==> config.mk <==
export PLATFORM = sky130hd
export DESIGN_NAME = sprite_cache_arbiter_flat
export DESIGN_NICKNAME = d
export VERILOG_FILES = /design/src/rtl/sprite_cache_arbiter_if.sv /design/src/rtl/sprite_cache_arbiter.sv /design/src/flat_wrapper.sv
export SDC_FILE = /design/constraint.sdc
export NUM_CORES = 1
export LEC_CHECK = 0
export CORE_ASPECT_RATIO = 1.4
export CORE_MARGIN = 4
export CORE_UTILIZATION = 30
export CTS_CLUSTER_SIZE = 30
export DETAILED_ROUTE_END_ITERATION = 12
export PLACE_DENSITY_LB_ADDON = 0.1
export SLEW_MARGIN = 20
export SYNTH_ARGS = -nofsm -noshare
export SYNTH_HDL_FRONTEND = slang
export SYNTH_SLANG_ARGS = --single-unit
==> constraint.sdc <==
create_clock -name clk -period 5.4 [get_ports clk]
set_input_delay 0.54 -clock clk [delete_from_list [all_inputs] [get_ports clk]]
set_output_delay 0.54 -clock clk [all_outputs]
set_load 0.05 [all_outputs]
==> src/rtl/sprite_cache_arbiter_if.sv <==
// Purpose : bundles the lookup, CPU-write and cache-side signals of sprite_cache_arbiter.
// Latency : none, wires only.
// Backpressure: none, wires only; flow control lives in the arbiter's handshakes.
//
// Modports:
//   master - requesters and cache model side: drives lk_req/lk_hcursor,
//            cpu_stb/cpu_idx/cpu_data and sc_ack/sc_found_sprite.
//   slave  - arbiter side: drives lk_done/lk_hit/lk_sprite, cpu_ack and the
//            sc_* cache command outputs.
interface sprite_cache_arbiter_if;
   logic        lk_req;
   logic [9:0]  lk_hcursor;
   logic        lk_done;
   logic        lk_hit;
   logic [63:0] lk_sprite;

   logic        cpu_stb;
   logic [4:0]  cpu_idx;
   logic [63:0] cpu_data;
   logic        cpu_ack;

   logic        sc_stb;
   logic        sc_wr;
   logic [9:0]  sc_hcursor;
   logic [63:0] sc_wr_sprite;
   logic [4:0]  sc_wr_idx;
   logic        sc_ack;
   logic [63:0] sc_found_sprite;

   modport master (
      output lk_req, lk_hcursor, cpu_stb, cpu_idx, cpu_data, sc_ack, sc_found_sprite,
      input  lk_done, lk_hit, lk_sprite, cpu_ack,
             sc_stb, sc_wr, sc_hcursor, sc_wr_sprite, sc_wr_idx
   );

   modport slave (
      input  lk_req, lk_hcursor, cpu_stb, cpu_idx, cpu_data, sc_ack, sc_found_sprite,
      output lk_done, lk_hit, lk_sprite, cpu_ack,
             sc_stb, sc_wr, sc_hcursor, sc_wr_sprite, sc_wr_idx
   );
endinterface

==> src/rtl/sprite_cache_arbiter.sv <==
// Purpose : shares the single stb/ack/wr sprite-cache port between the scanline lookup engine and the CPU writer.
// Latency : hit -> lk_done 3 cycles after lk_req is sampled; miss -> LOOKUP_TIMEOUT+1; write -> cpu_ack 2 cycles after grant.
// Backpressure: requesters hold lk_req/cpu_stb until lk_done/cpu_ack; a pending write is forced ahead after STARVE_LIMIT lookup grants.
//
// Ports:
//   clk   - rising-edge clock
//   reset - asynchronous active-low reset; clears state, counters and every output
//   bus   - sprite_cache_arbiter_if.slave: lk_* lookup handshake, cpu_* write
//           handshake, sc_* cache command/response
//
// Optional build macro SCARB_WRBUF_EN: adds a one-entry posted write buffer so
// cpu_ack is returned one cycle after cpu_stb instead of after the cache write.
module sprite_cache_arbiter #(
   parameter int LOOKUP_TIMEOUT = 3,   // 2..15
   parameter int STARVE_LIMIT   = 8    // 1..15
) (
   input  logic                  clk,
   input  logic                  reset,
   sprite_cache_arbiter_if.slave bus
);
   typedef enum logic [1:0] {IDLE, LOOKUP, WRITE, RELEASE} state_t;

   localparam logic [3:0] TMO  = 4'(LOOKUP_TIMEOUT);
   localparam logic [3:0] SLIM = 4'(STARVE_LIMIT);

   state_t      state;
   logic [3:0]  tcnt;
   logic [3:0]  starve_cnt;

   logic        lk_done_r, lk_hit_r, cpu_ack_r, sc_stb_r, sc_wr_r;
   logic [63:0] lk_sprite_r, sc_wr_sprite_r;
   logic [9:0]  sc_hcursor_r;
   logic [4:0]  sc_wr_idx_r;

   // What arbitration treats as "a CPU write is waiting" and where its payload comes from.
   logic        wr_pending;
   logic [4:0]  wr_idx_src;
   logic [63:0] wr_data_src;
   logic        lk_grant, wr_grant;

`ifdef SCARB_WRBUF_EN
   logic        buf_full;
   logic [4:0]  buf_idx;
   logic [63:0] buf_data;
   logic        lk_finishing;

   assign wr_pending  = buf_full;
   assign wr_idx_src  = buf_idx;
   assign wr_data_src = buf_data;
   // A lookup completing on this edge pulses lk_done next cycle; capture is held
   // off one cycle so cpu_ack never lands on top of lk_done.
   assign lk_finishing = (state == LOOKUP) && (bus.sc_ack || (tcnt == TMO));
`else
   assign wr_pending  = bus.cpu_stb;
   assign wr_idx_src  = bus.cpu_idx;
   assign wr_data_src = bus.cpu_data;
`endif

   // Lookup has priority unless the waiting write has been passed over STARVE_LIMIT times.
   assign lk_grant = (state == IDLE) && bus.lk_req && !(wr_pending && (starve_cnt == SLIM));
   assign wr_grant = (state == IDLE) && wr_pending && !lk_grant;

   always_ff @(posedge clk or negedge reset) begin
      if (!reset) begin
         state          <= IDLE;
         tcnt           <= '0;
         starve_cnt     <= '0;
         lk_done_r      <= 1'b0;
         lk_hit_r       <= 1'b0;
         cpu_ack_r      <= 1'b0;
         sc_stb_r       <= 1'b0;
         sc_wr_r        <= 1'b0;
         lk_sprite_r    <= '0;
         sc_wr_sprite_r <= '0;
         sc_hcursor_r   <= '0;
         sc_wr_idx_r    <= '0;
`ifdef SCARB_WRBUF_EN
         buf_full       <= 1'b0;
         buf_idx        <= '0;
         buf_data       <= '0;
`endif
      end else begin
         lk_done_r <= 1'b0;
         lk_hit_r  <= 1'b0;
         cpu_ack_r <= 1'b0;

         case (state)
            IDLE: begin
               sc_stb_r <= 1'b0;
               sc_wr_r  <= 1'b0;
               if (lk_grant) begin
                  state        <= LOOKUP;
                  sc_stb_r     <= 1'b1;
                  sc_hcursor_r <= bus.lk_hcursor;
                  tcnt         <= 4'd1;
                  if (wr_pending && (starve_cnt != SLIM))
                     starve_cnt <= starve_cnt + 4'd1;
               end else if (wr_grant) begin
                  state          <= WRITE;
                  sc_stb_r       <= 1'b1;
                  sc_wr_r        <= 1'b1;
                  sc_wr_idx_r    <= wr_idx_src;
                  sc_wr_sprite_r <= wr_data_src;
                  starve_cnt     <= '0;
               end
            end

            LOOKUP: begin
               // An ack on the final timeout cycle still counts as a hit.
               if (bus.sc_ack) begin
                  lk_sprite_r <= bus.sc_found_sprite;
                  lk_hit_r    <= 1'b1;
                  lk_done_r   <= 1'b1;
                  sc_stb_r    <= 1'b0;
                  state       <= RELEASE;
               end else if (tcnt == TMO) begin
                  lk_done_r <= 1'b1;
                  sc_stb_r  <= 1'b0;
                  state     <= RELEASE;
               end else begin
                  tcnt <= tcnt + 4'd1;
               end
            end

            WRITE: begin
               sc_stb_r <= 1'b0;
               sc_wr_r  <= 1'b0;
`ifndef SCARB_WRBUF_EN
               cpu_ack_r <= 1'b1;
`endif
               state <= RELEASE;
            end

            // One idle cycle with stb low so the cache's registered ack falls
            // before the next grant; any ack seen here is stale.
            RELEASE: state <= IDLE;

            default: state <= IDLE;
         endcase

`ifdef SCARB_WRBUF_EN
         if (wr_grant) begin
            buf_full <= 1'b0;
         end else if (bus.cpu_stb && !buf_full && !lk_finishing) begin
            buf_full  <= 1'b1;
            buf_idx   <= bus.cpu_idx;
            buf_data  <= bus.cpu_data;
            cpu_ack_r <= 1'b1;
         end
`endif
      end
   end

   assign bus.lk_done      = lk_done_r;
   assign bus.lk_hit       = lk_hit_r;
   assign bus.lk_sprite    = lk_sprite_r;
   assign bus.cpu_ack      = cpu_ack_r;
   assign bus.sc_stb       = sc_stb_r;
   assign bus.sc_wr        = sc_wr_r;
   assign bus.sc_hcursor   = sc_hcursor_r;
   assign bus.sc_wr_sprite = sc_wr_sprite_r;
   assign bus.sc_wr_idx    = sc_wr_idx_r;
endmodule

==> src/flat_wrapper.sv <==
// flat-port wrapper written by rule: the top's interface ports become plain ports
module sprite_cache_arbiter_flat 
#(
   parameter int LOOKUP_TIMEOUT = 3,           
   parameter int STARVE_LIMIT   = 8            
)
  (clk, reset, bus_lk_req, bus_lk_hcursor, bus_cpu_stb, bus_cpu_idx, bus_cpu_data, bus_sc_ack, bus_sc_found_sprite, bus_lk_done, bus_lk_hit, bus_lk_sprite, bus_cpu_ack, bus_sc_stb, bus_sc_wr, bus_sc_hcursor, bus_sc_wr_sprite, bus_sc_wr_idx);
  sprite_cache_arbiter_if bus_i ();
  input  logic clk;
  input  logic reset;
  input wire logic [$bits(bus_i.lk_req)-1:0] bus_lk_req;
  input wire logic [$bits(bus_i.lk_hcursor)-1:0] bus_lk_hcursor;
  input wire logic [$bits(bus_i.cpu_stb)-1:0] bus_cpu_stb;
  input wire logic [$bits(bus_i.cpu_idx)-1:0] bus_cpu_idx;
  input wire logic [$bits(bus_i.cpu_data)-1:0] bus_cpu_data;
  input wire logic [$bits(bus_i.sc_ack)-1:0] bus_sc_ack;
  input wire logic [$bits(bus_i.sc_found_sprite)-1:0] bus_sc_found_sprite;
  output wire logic [$bits(bus_i.lk_done)-1:0] bus_lk_done;
  output wire logic [$bits(bus_i.lk_hit)-1:0] bus_lk_hit;
  output wire logic [$bits(bus_i.lk_sprite)-1:0] bus_lk_sprite;
  output wire logic [$bits(bus_i.cpu_ack)-1:0] bus_cpu_ack;
  output wire logic [$bits(bus_i.sc_stb)-1:0] bus_sc_stb;
  output wire logic [$bits(bus_i.sc_wr)-1:0] bus_sc_wr;
  output wire logic [$bits(bus_i.sc_hcursor)-1:0] bus_sc_hcursor;
  output wire logic [$bits(bus_i.sc_wr_sprite)-1:0] bus_sc_wr_sprite;
  output wire logic [$bits(bus_i.sc_wr_idx)-1:0] bus_sc_wr_idx;
  assign bus_i.lk_req = bus_lk_req;
  assign bus_i.lk_hcursor = bus_lk_hcursor;
  assign bus_i.cpu_stb = bus_cpu_stb;
  assign bus_i.cpu_idx = bus_cpu_idx;
  assign bus_i.cpu_data = bus_cpu_data;
  assign bus_i.sc_ack = bus_sc_ack;
  assign bus_i.sc_found_sprite = bus_sc_found_sprite;
  assign bus_lk_done = bus_i.lk_done;
  assign bus_lk_hit = bus_i.lk_hit;
  assign bus_lk_sprite = bus_i.lk_sprite;
  assign bus_cpu_ack = bus_i.cpu_ack;
  assign bus_sc_stb = bus_i.sc_stb;
  assign bus_sc_wr = bus_i.sc_wr;
  assign bus_sc_hcursor = bus_i.sc_hcursor;
  assign bus_sc_wr_sprite = bus_i.sc_wr_sprite;
  assign bus_sc_wr_idx = bus_i.sc_wr_idx;
  sprite_cache_arbiter #(.LOOKUP_TIMEOUT(LOOKUP_TIMEOUT), .STARVE_LIMIT(STARVE_LIMIT)) u_core (.clk(clk), .reset(reset), .bus(bus_i));
endmodule
[After elaboration in Yosys (flattened, before gate mapping)]
Index checks and enable logic that the tools add are counted.
Storage, ports and cells
  bits in registers: 158
  input port bits: 148
  memory bits (read-only): 0
  memories: 0
  memory bits (writable): 0
  latch bits: 0
Operators by class
  muxes and demuxes: 25
  add/subtract/negate cells: 2
  shifts and indexed selects: 0
  magnitude comparators: 0
  divide/modulo/power cells: 0
  $mul: 0
  reduce and logical (&&, ||, !) cells: 20
  bitwise gates (word level): 1
  eq/ne operators: 12
Operator list (number)
  $mux 4: 6
  $mux 1: 11
  $add 4x1->4 const B: 2
  $mux 2: 4
  $pmux 2 s4: 1
  $pmux 4 s2: 1
  $reduce_and 2->1: 4
  $logic_and 1x1->1: 6
  $ne 2x2->1 const B: 3
  $reduce_and 3->1: 2
  $reduce_bool 2->1: 3
  $eq 2x2->1 const B: 2
  $eq 4x2->1 const B: 1
  $eq 4x4->1 const B: 1
  $ne 4x4->1 const B: 1
  $reduce_and 4->1: 1
  $ne 3x1->1 const B: 1
  $ne 3x2->1 const B: 1
  $pmux 1 s3: 1
  $reduce_bool 3->1: 1
  $eq 2x1->1 const B: 1
  $logic_not 1->1: 2
  $logic_not 2->1: 1
  $ne 2x1->1 const B: 1
  other kinds (2): 2

[Depth between registers and ports, before layout]
  word-level depth: 9
  mapped depth: 8
  mapped depth without buffers: 6

[Least setup slack after synthesis]
OpenSTA, ideal clock, no wires.
  path kind: register -> register
  from: reg u_core.state[0]
  to: reg u_core.sc_wr_sprite_r[38], in the netlist u_core.bus.sc_wr_sprite[38]
  slack: 3.587 ns
  data required time: 5.275 ns
  buffers on the path: 1
  clock period less this slack: 1.813 ns
  cell stages (with the launch flop): 7
  library setup time: 0.125 ns
  data arrival time: 1.688 ns
  path through: dfrtp_1 inv_1 ha_1 nand2_1 a21oi_4 buf_4 mux2_2
Between the ends
  cells in the longest elaborated chain, start to end: 6
  elaborated cells on any way between the ends: 8
Ends and longest elaborated chain
  start, declared: RTL line sprite_cache_arbiter.sv:26  | state_t state;
  start signal, assigned: RTL line sprite_cache_arbiter.sv:65  | state <= IDLE;
  start signal, assigned: RTL line sprite_cache_arbiter.sv:92  | state <= LOOKUP;
  start signal, assigned: RTL line sprite_cache_arbiter.sv:99  | state <= WRITE;
  $logic_not 2->1 (*): RTL line sprite_cache_arbiter.sv:60, sprite_cache_arbiter.sv:61, sprite_cache_arbiter.sv:87
  $logic_and 1x1->1 (2 in series): RTL line sprite_cache_arbiter.sv:60  | assign lk_grant = (state == IDLE) && bus.lk_req && !(wr_pending && (starve_cnt == SLIM));
  $logic_not 1->1: RTL line sprite_cache_arbiter.sv:61  | assign wr_grant = (state == IDLE) && wr_pending && !lk_grant;
  $logic_and 1x1->1: RTL line sprite_cache_arbiter.sv:61
  $reduce_and 3->1 (no line) (*)
  end signal, assigned: RTL line sprite_cache_arbiter.sv:103  | sc_wr_sprite_r <= wr_data_src;
  end, declared: RTL line sprite_cache_arbiter.sv:31  | logic [63:0] lk_sprite_r, sc_wr_sprite_r;
Every way passes the cells marked *; elsewhere a longest branch is shown, timed or not.
A chain may end at the register's enable or synchronous reset.

[Worst setup path after layout]
  from: reg u_core.state[0]
  to: reg u_core.sc_wr_sprite_r[12], in the netlist u_core.bus.sc_wr_sprite[12]
Same word-level chain as after synthesis.

==> out/qor.yml <==
grt_antenna_before_repair: 2
synth_warnings: 0
hpwl_mm: 13.53
wl_mm: 17.62
finalPower_mw: 7.376
finalHoldViolCount: 0
die_h_um: 177.9
routed_via_density: 4.429
worstMarginPinSlew_ns: 1.011
yosysUniqueCellTypes: 37
grt_pass1_vias: 4741
fin_skew_ns: 0.01312
multi_input_area_mm2: 0.002077
min_path_type: "input port to async pin"
hold_buffers: 0
max_freq_ghz: 0.3826
root_buffer: "clkbuf_16"
netlist_top_cells_area: "dfrtp_1, mux2_2, nand2_1, ha_1, mux2_1"
syn_nets: 566
cts_buffer_depth: 2
via_count: 4332
avgRoutedWirePerCell_um: 18.02
grt_usage: 0.1518
start_util: 0.3081
grt-ovfl-total: 0
rows: 61
clk_latency_ns: 0.42
fillers: 1792
r2r_start: "u_core.state[0]"
cts_tree: "yes"
p_leak_nw: 4.182
fp.dieW_um: 129.4
fin_crit_sh: 0.4840
cts_resized: 0
cp_data_arrival_time_ns: 2.91
syn_avg_cell_area_um2: 15.08
worst_slack_ns: 2.786
drive_gt1_frac: 0.2337
die-area_mm2: 0.02301
rsz0062_at_grt: "false"
ios: 296
fin_crit_ns: 2.614
clkTransAtPathRegs_ns: 0.07
final-setup-viol-count: 0
crit_type: "flop to flop"
slew_viol_final: 0
postCtsSetupBuffers: 0
syn-cell-area_mm2: 0.006185
drtIter0Drc: 112
synth_top_area_frac: 0.6393
worstPathRequired_ns: 5.70
yosysSeqAreaShare: 0.6393
ir_drop_uv: 257.4
syn_inst: 410
ant_nets: 0
regArea_mm2: 0.003954
area_delta_synth_final_pct: 60.59
cts.sinks: 158
synth_largest_area_cell: "dfrtp_1"
path_max_fanout: 64
tns_ns: 0
core_area_mm2: 0.02007
startpoint_type: "flop"
firstDrtPassIters: 4
grt_pass1_wl_mm: 26.52
layout.nets: 866
pre_cts_slack_ns: 2.565
numCtsBuffers: 17
powerDensity_mw_per_mm2: 742.6
startpoint: "u_core.state[0]"
routabilityCongestion: 0.7448
port_buffers: 295
cts-htree-levels: 4
relSlewSlack: 0.3233
status: "finished clean"
critPathCaptureType: "flop"
drv_cap: 0
grt_max_degree: 65
drc: 0
synth-seq-cells: 158
==> where the power goes <==
| part | switching, mW | total [mW] | internal, mW | leakage (nW) |
|---|---|---|---|---|
| Clock | 0.507 | 1.15 | 0.645 | 0.253 |
| Sequential | 0.288 | 2.05 | 1.76 | 1.91 |
| Combinational | 2.66 | 4.17 | 1.52 | 2.02 |
| Total | 3.45 | 7.38 | 3.92 | 4.18 |
==> state kept, by name (all words and copies together), names as in the netlist <==
signal,flops
u_core.bus.cpu_ack,1
u_core.bus.lk_sprite,64
u_core.bus.sc_wr_idx,5
u_core.bus.lk_hit,1
u_core.bus.sc_hcursor,10
u_core.tcnt,4
u_core.bus.sc_stb,1
u_core.bus.sc_wr,1
u_core.bus.lk_done,1
u_core.bus.sc_wr_sprite,64
u_core.state,2
u_core.starve_cnt,4
==> cells in the final DEF (no fill, tap or decap), drive strengths merged, types with 2 or more instances in the layout <==
cell type | netlist | layout
buf | 18 | 5
nor4b | 2 | 2
nor3b | 2 | 2
a21oi | 7 | 7
nand2 | 36 | 36
nand4 | 2 | 2
clkinvlp | 0 | 7
nor2 | 9 | 9
clkbuf | 0 | 19
diode | 0 | 3
dfrtp | 158 | 158
ha | 8 | 8
mux2 | 134 | 134
clkdlybuf4s50 | 0 | 294
inv | 8 | 13
mux2i | 3 | 3
o21ai | 5 | 5
nand3 | 2 | 2
==> cell families (layout without fill, tap and decap cells) <==
logic type	after synthesis	in the layout	share of synthesized area
flip-flops	158	158	0.6393
multiplexers	137	137	0.2488
AND/OR/NAND/NOR	60	60	0.04552
buffers and inverters	26	339	0.02529
AO/OA/AOI/OAI	20	20	0.02347
adder cells (fa/ha/maj)	8	8	0.01619
XOR/XNOR	1	1	0.001416
other	0	3	0
==> final timing paths <==
kind | end | slack (ns) | cells past startpoint
worst min register to register | u_core.bus.sc_hcursor[2] | 0.48 | 2
worst max-delay path | u_core.bus.sc_wr_sprite[12] | 2.79 | 6
max in group asynchronous | u_core.bus.sc_wr_sprite[48] | 4.18 | 2
min in group clk | u_core.bus.sc_hcursor[2] | 0.48 | 2
worst max register to register | u_core.bus.sc_wr_sprite[12] | 2.79 | 6
worst min-delay path | u_core.bus.sc_wr_sprite[3] | 0.04 | 1
==> worst max-delay path, cell delays in order (launching register included) <==
cell     delay (ns)
dfrtp_1        0.41
inv_1          0.14
ha_1           0.35
nand2_1        0.16
a21oi_4        0.28
buf_4          0.71
mux2_2         0.42
==> final cells by class <==
cell class                 instances  share of cell area
sequential                       158              0.3981
timing repair buffer             299              0.3005
multi-input combinational        226              0.2091
clock buffer                      19             0.04359
tap                              252             0.03175
clock inverter                    13             0.01323
inverter                           8            0.003023
antenna                            3           0.0007559
==> per-layer routing <==
metal,vias up,track usage,part of all wire
met1,2125,0.1606,0.36
met3,18,0.04065,0.060
met4,0,0.06042,0.023
met2,154,0.2816,0.56
met5,-,0,0
li1,2035,-,-
==> Yosys cell counts, drive strengths merged <==
cell / n
or2: 1
a31o: 1
and4b: 1
nor4b: 2
ha: 8
o211ai: 1
inv: 8
nand2: 36
nand4: 2
nand3: 2
nor3b: 2
nand2b: 1
mux2: 134
a211o: 1
and2: 1
nor2: 9
o221ai: 1
o21ai: 5
dfrtp: 158
o41ai: 1
a22o: 1
nor3: 1
a21oi: 7
nand4b: 1
mux2i: 3
buf: 18
xor2: 1
nand3b: 1
a221oi: 1
o21a: 1
==> metrics by stage <==
| stage | hold slack [ns] | instances | area [um^2] | util |
|---|---|---|---|---|
| 2_1_floorplan | 0.2444 | 410 | 6185 | - |
| 3_3_place_gp | 0.4605 | 943 | 9360 | 0.4663 |
| 3_5_place_dp | 0.4643 | 943 | 9360 | 0.4663 |
| 4_1_cts | 0.05662 | 975 | 9925 | 0.4944 |
| 5_1_grt | 0.07113 | 977 | 9930 | 0.4947 |
| 6_report | 0.03970 | 978 | 9932 | 0.4948 |
Note: power is estimated with default switching activity, not from simulation.
